### config.mk
export PLATFORM = sky130hd
export DESIGN_NAME = ddr_frame_reader_flat
export DESIGN_NICKNAME = d
export VERILOG_FILES = /design/src/rtl/ddr_frame_reader_if.sv /design/src/rtl/ddr_frame_reader.sv /design/src/flat_wrapper.sv
export SDC_FILE = /design/constraint.sdc
export NUM_CORES = 2
export LEC_CHECK = 0
export CAP_MARGIN = 10
export CORE_MARGIN = 1.5
export CORE_UTILIZATION = 50
export CTS_CLUSTER_SIZE = 25
export DETAILED_ROUTE_END_ITERATION = 8
export PLACE_DENSITY = 0.73
export SKIP_LAST_GASP = 1
export SLEW_MARGIN = 10
export SYNTH_ARGS = -nofsm -noshare
export SYNTH_HDL_FRONTEND = slang
export SYNTH_SLANG_ARGS = --single-unit
### constraint.sdc
create_clock -name clk_i -period 4.8 [get_ports clk_i]
set_input_delay 1.44 -clock clk_i [delete_from_list [all_inputs] [get_ports clk_i]]
set_output_delay 1.44 -clock clk_i [all_outputs]
set_load 0.05 [all_outputs]
### src/rtl/ddr_frame_reader_if.sv
// ddr_frame_reader_if: AXI4 read address and read data channels.
// master modport faces the frame reader, slave modport faces memory.
interface ddr_frame_reader_if #(
  parameter int AXI_ADDR_W = 32,
  parameter int AXI_DATA_W = 32,
  parameter int AXI_ID_W   = 4
);

  logic [AXI_ID_W-1:0]   m_axi_arid;
  logic [AXI_ADDR_W-1:0] m_axi_araddr;
  logic [7:0]            m_axi_arlen;
  logic [2:0]            m_axi_arsize;
  logic [1:0]            m_axi_arburst;
  logic                  m_axi_arvalid;
  logic                  m_axi_arready;

  logic [AXI_ID_W-1:0]   m_axi_rid;
  logic [AXI_DATA_W-1:0] m_axi_rdata;
  logic [1:0]            m_axi_rresp;
  logic                  m_axi_rlast;
  logic                  m_axi_rvalid;
  logic                  m_axi_rready;

  modport master (
    output m_axi_arid,
    output m_axi_araddr,
    output m_axi_arlen,
    output m_axi_arsize,
    output m_axi_arburst,
    output m_axi_arvalid,
    input  m_axi_arready,
    input  m_axi_rid,
    input  m_axi_rdata,
    input  m_axi_rresp,
    input  m_axi_rlast,
    input  m_axi_rvalid,
    output m_axi_rready
  );

  modport slave (
    input  m_axi_arid,
    input  m_axi_araddr,
    input  m_axi_arlen,
    input  m_axi_arsize,
    input  m_axi_arburst,
    input  m_axi_arvalid,
    output m_axi_arready,
    output m_axi_rid,
    output m_axi_rdata,
    output m_axi_rresp,
    output m_axi_rlast,
    output m_axi_rvalid,
    input  m_axi_rready
  );

endinterface

### src/rtl/ddr_frame_reader.sv
// ddr_frame_reader: AXI4 burst reader feeding a FWFT FIFO and pixel stream.
// Optional stats outputs enabled by DDR_FRAME_READER_STATS_EN.
module ddr_frame_reader #(
  parameter int AXI_ADDR_W = 32,
  parameter int AXI_DATA_W = 32,
  parameter int AXI_ID_W   = 4,
  parameter int BURST_LEN  = 16,
  parameter int FIFO_DEPTH = 64
) (
  input  logic                  clk_i,
  input  logic                  rst_n_i,
  input  logic                  start_i,
  input  logic [AXI_ADDR_W-1:0] base_addr_i,
  input  logic [31:0]           frame_words_i,
  output logic                  busy_o,
  output logic                  done_o,
  output logic                  err_o,
  ddr_frame_reader_if.master    m_axi,
  output logic [AXI_DATA_W-1:0] pix_data_o,
  output logic                  pix_valid_o,
  input  logic                  pix_ready_i,
  output logic                  pix_sof_o
`ifdef DDR_FRAME_READER_STATS_EN
  ,
  output logic [15:0]           underrun_cnt_o,
  output logic [15:0]           frame_cnt_o
`endif
);

  localparam int AW    = $clog2(FIFO_DEPTH);
  localparam int CW    = AW + 1;
  localparam int BYTES = AXI_DATA_W / 8;
  localparam int OFFS  = $clog2(BURST_LEN * BYTES);

  localparam logic [AXI_ADDR_W-1:0] BURST_BYTES =
    AXI_ADDR_W'(BURST_LEN * BYTES);
  localparam logic [AXI_ADDR_W-1:0] ALIGN_MASK =
    ~AXI_ADDR_W'((64'd1 << OFFS) - 64'd1);
  localparam logic [CW-1:0] SPACE_LIM =
    CW'(FIFO_DEPTH - BURST_LEN);
  localparam logic [7:0]  LAST_BEAT   = 8'(BURST_LEN - 1);
  localparam logic [31:0] BURST_WORDS = 32'(BURST_LEN);
  localparam logic [2:0]  SIZE_CODE   = 3'($clog2(BYTES));

  typedef enum logic [1:0] {
    S_IDLE,
    S_ADDR,
    S_DATA,
    S_DRAIN
  } state_t;

  state_t                state_q;
  logic [AXI_ADDR_W-1:0] addr_q;
  logic [31:0]           words_left_q;
  logic [7:0]            beat_q;
  logic                  arvalid_q;
  logic                  rready_q;
  logic                  busy_q;
  logic                  done_q;
  logic                  err_q;
  logic                  sof_q;

  logic [AXI_DATA_W-1:0] mem_q [FIFO_DEPTH];
  logic [CW-1:0]         wr_q;
  logic [CW-1:0]         rd_q;
  logic [CW-1:0]         count;
  logic [CW-1:0]         count_d;
  logic                  empty;
  logic                  push;
  logic                  pop;
  logic                  beat_bad;

  assign empty   = (wr_q == rd_q);
  assign count   = wr_q - rd_q;
  assign push    = rready_q & m_axi.m_axi_rvalid;
  assign pop     = pix_valid_o & pix_ready_i;
  assign count_d = count + CW'(push) - CW'(pop);

  assign beat_bad = (m_axi.m_axi_rresp != 2'b00)
                  | (m_axi.m_axi_rlast != (beat_q == LAST_BEAT))
                  | (m_axi.m_axi_rid != {AXI_ID_W{1'b0}});

  assign m_axi.m_axi_arid    = '0;
  assign m_axi.m_axi_araddr  = addr_q;
  assign m_axi.m_axi_arlen   = LAST_BEAT;
  assign m_axi.m_axi_arsize  = SIZE_CODE;
  assign m_axi.m_axi_arburst = 2'b01;
  assign m_axi.m_axi_arvalid = arvalid_q;
  assign m_axi.m_axi_rready  = rready_q;

  assign busy_o      = busy_q;
  assign done_o      = done_q;
  assign err_o       = err_q;
  assign pix_valid_o = ~empty;
  assign pix_sof_o   = sof_q & ~empty;
  assign pix_data_o  = empty ? '0 : mem_q[rd_q[AW-1:0]];

  // Frame sequencing: AR issue with space reservation, beats, drain.
  always_ff @(posedge clk_i or negedge rst_n_i) begin
    if (!rst_n_i) begin
      state_q      <= S_IDLE;
      addr_q       <= '0;
      words_left_q <= '0;
      beat_q       <= '0;
      arvalid_q    <= 1'b0;
      rready_q     <= 1'b0;
      busy_q       <= 1'b0;
      done_q       <= 1'b0;
      err_q        <= 1'b0;
      sof_q        <= 1'b0;
    end else begin
      done_q <= 1'b0;
      if (pop) sof_q <= 1'b0;
      unique case (state_q)
        S_IDLE: begin
          if (start_i) begin
            err_q <= 1'b0;
            if (frame_words_i == '0) begin
              done_q <= 1'b1;
            end else begin
              addr_q       <= base_addr_i & ALIGN_MASK;
              words_left_q <= frame_words_i;
              busy_q       <= 1'b1;
              sof_q        <= 1'b1;
              arvalid_q    <= (count <= SPACE_LIM);
              state_q      <= S_ADDR;
            end
          end
        end
        S_ADDR: begin
          if (arvalid_q && m_axi.m_axi_arready) begin
            arvalid_q <= 1'b0;
            rready_q  <= 1'b1;
            beat_q    <= '0;
            state_q   <= S_DATA;
          end else if (!arvalid_q) begin
            arvalid_q <= (count <= SPACE_LIM);
          end
        end
        S_DATA: begin
          if (push) begin
            if (beat_bad) err_q <= 1'b1;
            beat_q <= beat_q + 8'd1;
            if (beat_q == LAST_BEAT) begin
              rready_q     <= 1'b0;
              words_left_q <= words_left_q - BURST_WORDS;
              addr_q       <= addr_q + BURST_BYTES;
              state_q      <= (words_left_q != BURST_WORDS)
                            ? S_ADDR : S_DRAIN;
            end
          end
        end
        S_DRAIN: begin
          if (count_d == '0) begin
            busy_q  <= 1'b0;
            done_q  <= 1'b1;
            state_q <= S_IDLE;
          end
        end
        default: state_q <= S_IDLE;
      endcase
    end
  end

  // FIFO pointers move independently so push+pop works at full/empty.
  always_ff @(posedge clk_i or negedge rst_n_i) begin
    if (!rst_n_i) begin
      wr_q <= '0;
      rd_q <= '0;
    end else begin
      if (push) wr_q <= wr_q + CW'(1);
      if (pop)  rd_q <= rd_q + CW'(1);
    end
  end

  // FIFO storage; never read before written, so left without reset.
  always_ff @(posedge clk_i) begin
    if (push) mem_q[wr_q[AW-1:0]] <= m_axi.m_axi_rdata;
  end

`ifdef DDR_FRAME_READER_STATS_EN
  logic [15:0] underrun_q;
  logic [15:0] frame_cnt_q;

  assign underrun_cnt_o = underrun_q;
  assign frame_cnt_o    = frame_cnt_q;

  // Starvation cycles (saturating) and completed frames (wrapping).
  always_ff @(posedge clk_i or negedge rst_n_i) begin
    if (!rst_n_i) begin
      underrun_q  <= '0;
      frame_cnt_q <= '0;
    end else begin
      if (busy_q && empty &&
          state_q != S_IDLE && state_q != S_DRAIN &&
          underrun_q != 16'hFFFF)
        underrun_q <= underrun_q + 16'd1;
      if (done_q) frame_cnt_q <= frame_cnt_q + 16'd1;
    end
  end
`endif

endmodule

### src/flat_wrapper.sv
// flat-port wrapper written by rule: the top's interface ports become plain ports
module ddr_frame_reader_flat 
#(
  parameter int AXI_ADDR_W = 32,
  parameter int AXI_DATA_W = 32,
  parameter int AXI_ID_W   = 4,
  parameter int BURST_LEN  = 16,
  parameter int FIFO_DEPTH = 64
)
  (clk_i, rst_n_i, start_i, base_addr_i, frame_words_i, busy_o, done_o, err_o, pix_data_o, pix_valid_o, pix_ready_i, pix_sof_o, m_axi_m_axi_arid, m_axi_m_axi_araddr, m_axi_m_axi_arlen, m_axi_m_axi_arsize, m_axi_m_axi_arburst, m_axi_m_axi_arvalid, m_axi_m_axi_arready, m_axi_m_axi_rid, m_axi_m_axi_rdata, m_axi_m_axi_rresp, m_axi_m_axi_rlast, m_axi_m_axi_rvalid, m_axi_m_axi_rready);
  ddr_frame_reader_if #(.AXI_ADDR_W(AXI_ADDR_W), .AXI_DATA_W(AXI_DATA_W), .AXI_ID_W(AXI_ID_W)) m_axi_i ();
  input  logic clk_i;
  input  logic rst_n_i;
  input  logic start_i;
  input  logic [AXI_ADDR_W-1:0] base_addr_i;
  input  logic [31:0] frame_words_i;
  output logic busy_o;
  output logic done_o;
  output logic err_o;
  output logic [AXI_DATA_W-1:0] pix_data_o;
  output logic pix_valid_o;
  input  logic pix_ready_i;
  output logic pix_sof_o;
  output wire logic [$bits(m_axi_i.m_axi_arid)-1:0] m_axi_m_axi_arid;
  output wire logic [$bits(m_axi_i.m_axi_araddr)-1:0] m_axi_m_axi_araddr;
  output wire logic [$bits(m_axi_i.m_axi_arlen)-1:0] m_axi_m_axi_arlen;
  output wire logic [$bits(m_axi_i.m_axi_arsize)-1:0] m_axi_m_axi_arsize;
  output wire logic [$bits(m_axi_i.m_axi_arburst)-1:0] m_axi_m_axi_arburst;
  output wire logic [$bits(m_axi_i.m_axi_arvalid)-1:0] m_axi_m_axi_arvalid;
  input wire logic [$bits(m_axi_i.m_axi_arready)-1:0] m_axi_m_axi_arready;
  input wire logic [$bits(m_axi_i.m_axi_rid)-1:0] m_axi_m_axi_rid;
  input wire logic [$bits(m_axi_i.m_axi_rdata)-1:0] m_axi_m_axi_rdata;
  input wire logic [$bits(m_axi_i.m_axi_rresp)-1:0] m_axi_m_axi_rresp;
  input wire logic [$bits(m_axi_i.m_axi_rlast)-1:0] m_axi_m_axi_rlast;
  input wire logic [$bits(m_axi_i.m_axi_rvalid)-1:0] m_axi_m_axi_rvalid;
  output wire logic [$bits(m_axi_i.m_axi_rready)-1:0] m_axi_m_axi_rready;
  assign m_axi_m_axi_arid = m_axi_i.m_axi_arid;
  assign m_axi_m_axi_araddr = m_axi_i.m_axi_araddr;
  assign m_axi_m_axi_arlen = m_axi_i.m_axi_arlen;
  assign m_axi_m_axi_arsize = m_axi_i.m_axi_arsize;
  assign m_axi_m_axi_arburst = m_axi_i.m_axi_arburst;
  assign m_axi_m_axi_arvalid = m_axi_i.m_axi_arvalid;
  assign m_axi_i.m_axi_arready = m_axi_m_axi_arready;
  assign m_axi_i.m_axi_rid = m_axi_m_axi_rid;
  assign m_axi_i.m_axi_rdata = m_axi_m_axi_rdata;
  assign m_axi_i.m_axi_rresp = m_axi_m_axi_rresp;
  assign m_axi_i.m_axi_rlast = m_axi_m_axi_rlast;
  assign m_axi_i.m_axi_rvalid = m_axi_m_axi_rvalid;
  assign m_axi_m_axi_rready = m_axi_i.m_axi_rready;
  ddr_frame_reader #(.AXI_ADDR_W(AXI_ADDR_W), .AXI_DATA_W(AXI_DATA_W), .AXI_ID_W(AXI_ID_W), .BURST_LEN(BURST_LEN), .FIFO_DEPTH(FIFO_DEPTH)) u_core (.clk_i(clk_i), .rst_n_i(rst_n_i), .start_i(start_i), .base_addr_i(base_addr_i), .frame_words_i(frame_words_i), .busy_o(busy_o), .done_o(done_o), .err_o(err_o), .m_axi(m_axi_i), .pix_data_o(pix_data_o), .pix_valid_o(pix_valid_o), .pix_ready_i(pix_ready_i), .pix_sof_o(pix_sof_o));
endmodule
==> results.sh <==
export IMPL_routed_wirelength_mm=234
export IMPL_syn_avg_cell_area_um2=21.0
export IMPL_antenna_found_initial=10
export IMPL_startpoint_type="flop"
export IMPL_hold_end="u_core.sof_q$_DFF_PN0_"
export IMPL_final_setup_skew_ns=0.0223
export IMPL_drv_slew=0
export IMPL_p_int_mw=40.1
export IMPL_gp_congestion=0.855
export IMPL_irDropWorstVdd_v=0.000728
export IMPL_synth_area_leaders="edfxtp_1, mux4_2, dfrtp_1"
export IMPL_vias_per_cell=6.63
export IMPL_die_width_um=413
export IMPL_yosysTopAreaCell="edfxtp_1"
export IMPL_rsz0062_at_grt="yes"
export IMPL_track_usage_pct=27.1
export IMPL_numCtsBuffers=203
export IMPL_clock_latency_ns=0.86
export IMPL_fin_cells=6884
export IMPL_synth_seq_cells=2136
export IMPL_pwr_share_clk_pct=25.7
export IMPL_hp_class="flop to flop"
export IMPL_postRouteAntennaNets=0
export IMPL_area_delta_synth_final_pct=18.5
export IMPL_drt_iter0_drc=6969
export IMPL_setup_viol_count_final=32
export IMPL_ys_top_cells_by_count="edfxtp_1, mux4_2, nand2_1"
export IMPL_leakagePower_nw=31.8
export IMPL_endpoint_kind="output pin"
export IMPL_io_pins=197
export IMPL_synthDominantCellAreaShare_pct=73.1
export IMPL_r2r_start="u_core.rd_q[0]$_DFFE_PN0P_"
export IMPL_rrSetupSlack_ns=0.70
export IMPL_run_status="finished, violations left"
export IMPL_cts_tree="built"
export IMPL_fin_setup_tns_ns=-7.80
export IMPL_violations="negative setup slack"
export IMPL_ys_warn_count=0
export IMPL_synthCells=4015
export IMPL_required_ns=3.36
export IMPL_grt_pass1_vias=44600
export IMPL_wire_per_inst_um=34.0
export IMPL_grt_max_degree=73
export IMPL_cts_htree_levels=4
export IMPL_slew_headroom_pct=13.4
export IMPL_drc=0
export IMPL_clk_pin_slew_worst_paths_ns=0.06
export IMPL_grt_overflow=0
export IMPL_tightest_slew_ns=1.30
export IMPL_worst_slack_ns=-0.347
export IMPL_fmax_mhz=194
export IMPL_hold_violations=0
export IMPL_powerDensity_nw_per_um2=606
export IMPL_swShare_pct=33.6
export IMPL_die_height_um=413
export IMPL_num_nets_final=4645
export IMPL_hpwlAfterDp_mm=123
export IMPL_ys_types=79
export IMPL_max_cap_violations=0
export IMPL_grt_pass1_wl_mm=326
export IMPL_clockBufferDepth=3
export IMPL_async_flop_share_pct=4.12
export IMPL_final_core_util_pct=59.7
export IMPL_worstPathMaxFanout=21
export IMPL_root_buffer="clkbuf_16"
export IMPL_critPathKind="flop to output pin"
export IMPL_cts_sinks=2136
export IMPL_ys_dominant_reg_cell="edfxtp_1"
export IMPL_dp_cells=6415
export IMPL_dr_pass1_iters=5
export IMPL_ys_seq_area_share_pct=75.7
export IMPL_final_layout_size_suffix_gt1_share_pct=31.9
export IMPL_final_min_clock_period_ns=5.15
export IMPL_hold_depth=1
export IMPL_place_area_um2=90700
export IMPL_rows=150
export IMPL_numPortBuffers=167
export IMPL_dieArea_um2=171000
export IMPL_fin_crit_sh_pct=107
export IMPL_arrival_ns=3.71
export IMPL_start_util_pct=50.3
export IMPL_seq_power_share_pct=35.2
export IMPL_synth_edf_count=2048
export IMPL_vias=45600
export IMPL_final_cell_area_um2=99800
export IMPL_worst_hold_startpoint="u_core.sof_q$_DFF_PN0_"
export IMPL_synth_most_common_cell="edfxtp_1"
export IMPL_pwr_share_comb_pct=39.1
export IMPL_p_total_mw=60.4
export IMPL_reg2reg_depth=17
export IMPL_switchingPower_mw=20.3
export IMPL_synth_area_um2=84200
export IMPL_r2r_end="u_core.state_q[1]$_DFFE_PN0P_"
export IMPL_core_area_um2=167000
-- placed cells by master, fill, tap and decap left out, drive strengths merged, types with 12 or more instances in the layout --
cell type / n
clkinv: 103
dfrtp: 88
conb: 23
and3: 13
clkdlybuf4s50: 100
o21ai: 75
mux2: 28
mux4: 555
a32oi: 25
nor3: 32
nand2: 169
a21oi: 59
buf: 386
a22oi: 57
nor2: 150
or4: 16
ha: 27
nor2b: 17
clkbuf: 258
xnor2: 13
a211oi: 27
edfxtp: 2048
bufinv: 13
nand3: 52
nor4: 28
o22ai: 35
nand4: 18
inv: 33
xor2: 12
or2: 15
mux2i: 53
-- routing by layer --
layer  share of wire, %  vias up  global-route usage [%]
met3                 11      500                    5.71
met1                 36    23900                    37.0
met2                 49     3392                    43.2
met4                3.9       14                    10.7
li1                   -    17900                       -
met5              0.041        -                       0
-- stage by stage --
stage	hold slack [ns]	setup slack, ns
3_3_place_gp	0.452	0.145
5_1_grt	0.489	-0.397
6_report	0.472	-0.347
4_1_cts	0.474	-0.400
3_5_place_dp	0.463	0.153
2_1_floorplan	0.441	-0.00451
-- cell families (layout without fill, tap and decap cells) --
kind of cell | Yosys count | in the layout | synth area share, %
AOI/OAI and AO/OA | 372 | 372 | 3.00
DFF | 2136 | 2136 | 75.7
muxes | 636 | 636 | 15.9
xor gates and xnor gates | 25 | 25 | 0.260
and+or+nand+nor | 555 | 555 | 3.19
other | 2 | 25 | 0.00892
buffers and inverters | 260 | 902 | 1.57
adders and majority gates | 29 | 29 | 0.449
-- worst max-delay path: stages, from the launching register on --
cell and delay (ns):
dfrtp_1 0.38, inv_1 0.08, buf_4 0.46, nand2_1 0.41, nor4_2 0.58, a2111oi_4 0.10, buf_4 0.19, a31oi_1 0.25
o21a_1 0.16, buf_4 0.20
-- timing repair --
item                       CTS  global route
hold buffers                 0             0
setup endpoints to repair   32            32
cloned                      22             9
hold endpoints to repair     0             0
pin swaps                   26            34
setup buffers               37            28
gates resized for setup    212            82
-- flip-flops by register name, summed over array words and instances (netlist names), 2 cells and up --
name / count
u_core.wr_q: 7
u_core.mem_q: 2048
u_core.rd_q: 7
u_core.m_axi.m_axi_araddr: 26
u_core.beat_q: 8
u_core.state_q: 2
u_core.words_left_q: 32
-- worst max-delay path by stage --
stage | from | to
2_1_floorplan | u_core.rd_q[2]$_DFFE_PN0P_ | pix_data_o[6]
3_3_place_gp | u_core.rd_q[0]$_DFFE_PN0P_ | pix_data_o[12]
3_5_place_dp | u_core.rd_q[0]$_DFFE_PN0P_ | pix_data_o[17]
4_1_cts | u_core.rd_q[0]$_DFFE_PN0P_ | pix_data_o[27]
5_1_grt | u_core.rd_q[5]$_DFFE_PN0P_ | pix_data_o[4]
6_report | u_core.rd_q[5]$_DFFE_PN0P_ | pix_data_o[4]
-- final cells by class --
class                           count  area [um2]
Multi-Input combinational cell   1640       20700
Clock buffer                      249        5320
Antenna cell                        2        5.00
Clock inverter                    127        1060
Inverter                           28         116
Fill cell                       11300       67400
Tap cell                         2204        2760
Timing Repair Buffer              498        6130
Sequential cell                  2136       63700
-- power groups by stage --
stage | clock, mW | combinational, mW | sequential (mW)
after floorplan | 0 | 12.4 | 21.9
after global placement | 0 | 19.8 | 21.7
after detailed placement | 0 | 19.9 | 21.7
after CTS | 15.6 | 22.6 | 21.3
after global routing | 16.3 | 24.6 | 21.4
final | 15.5 | 23.6 | 21.3
Power figures use the tool's default switching activity.
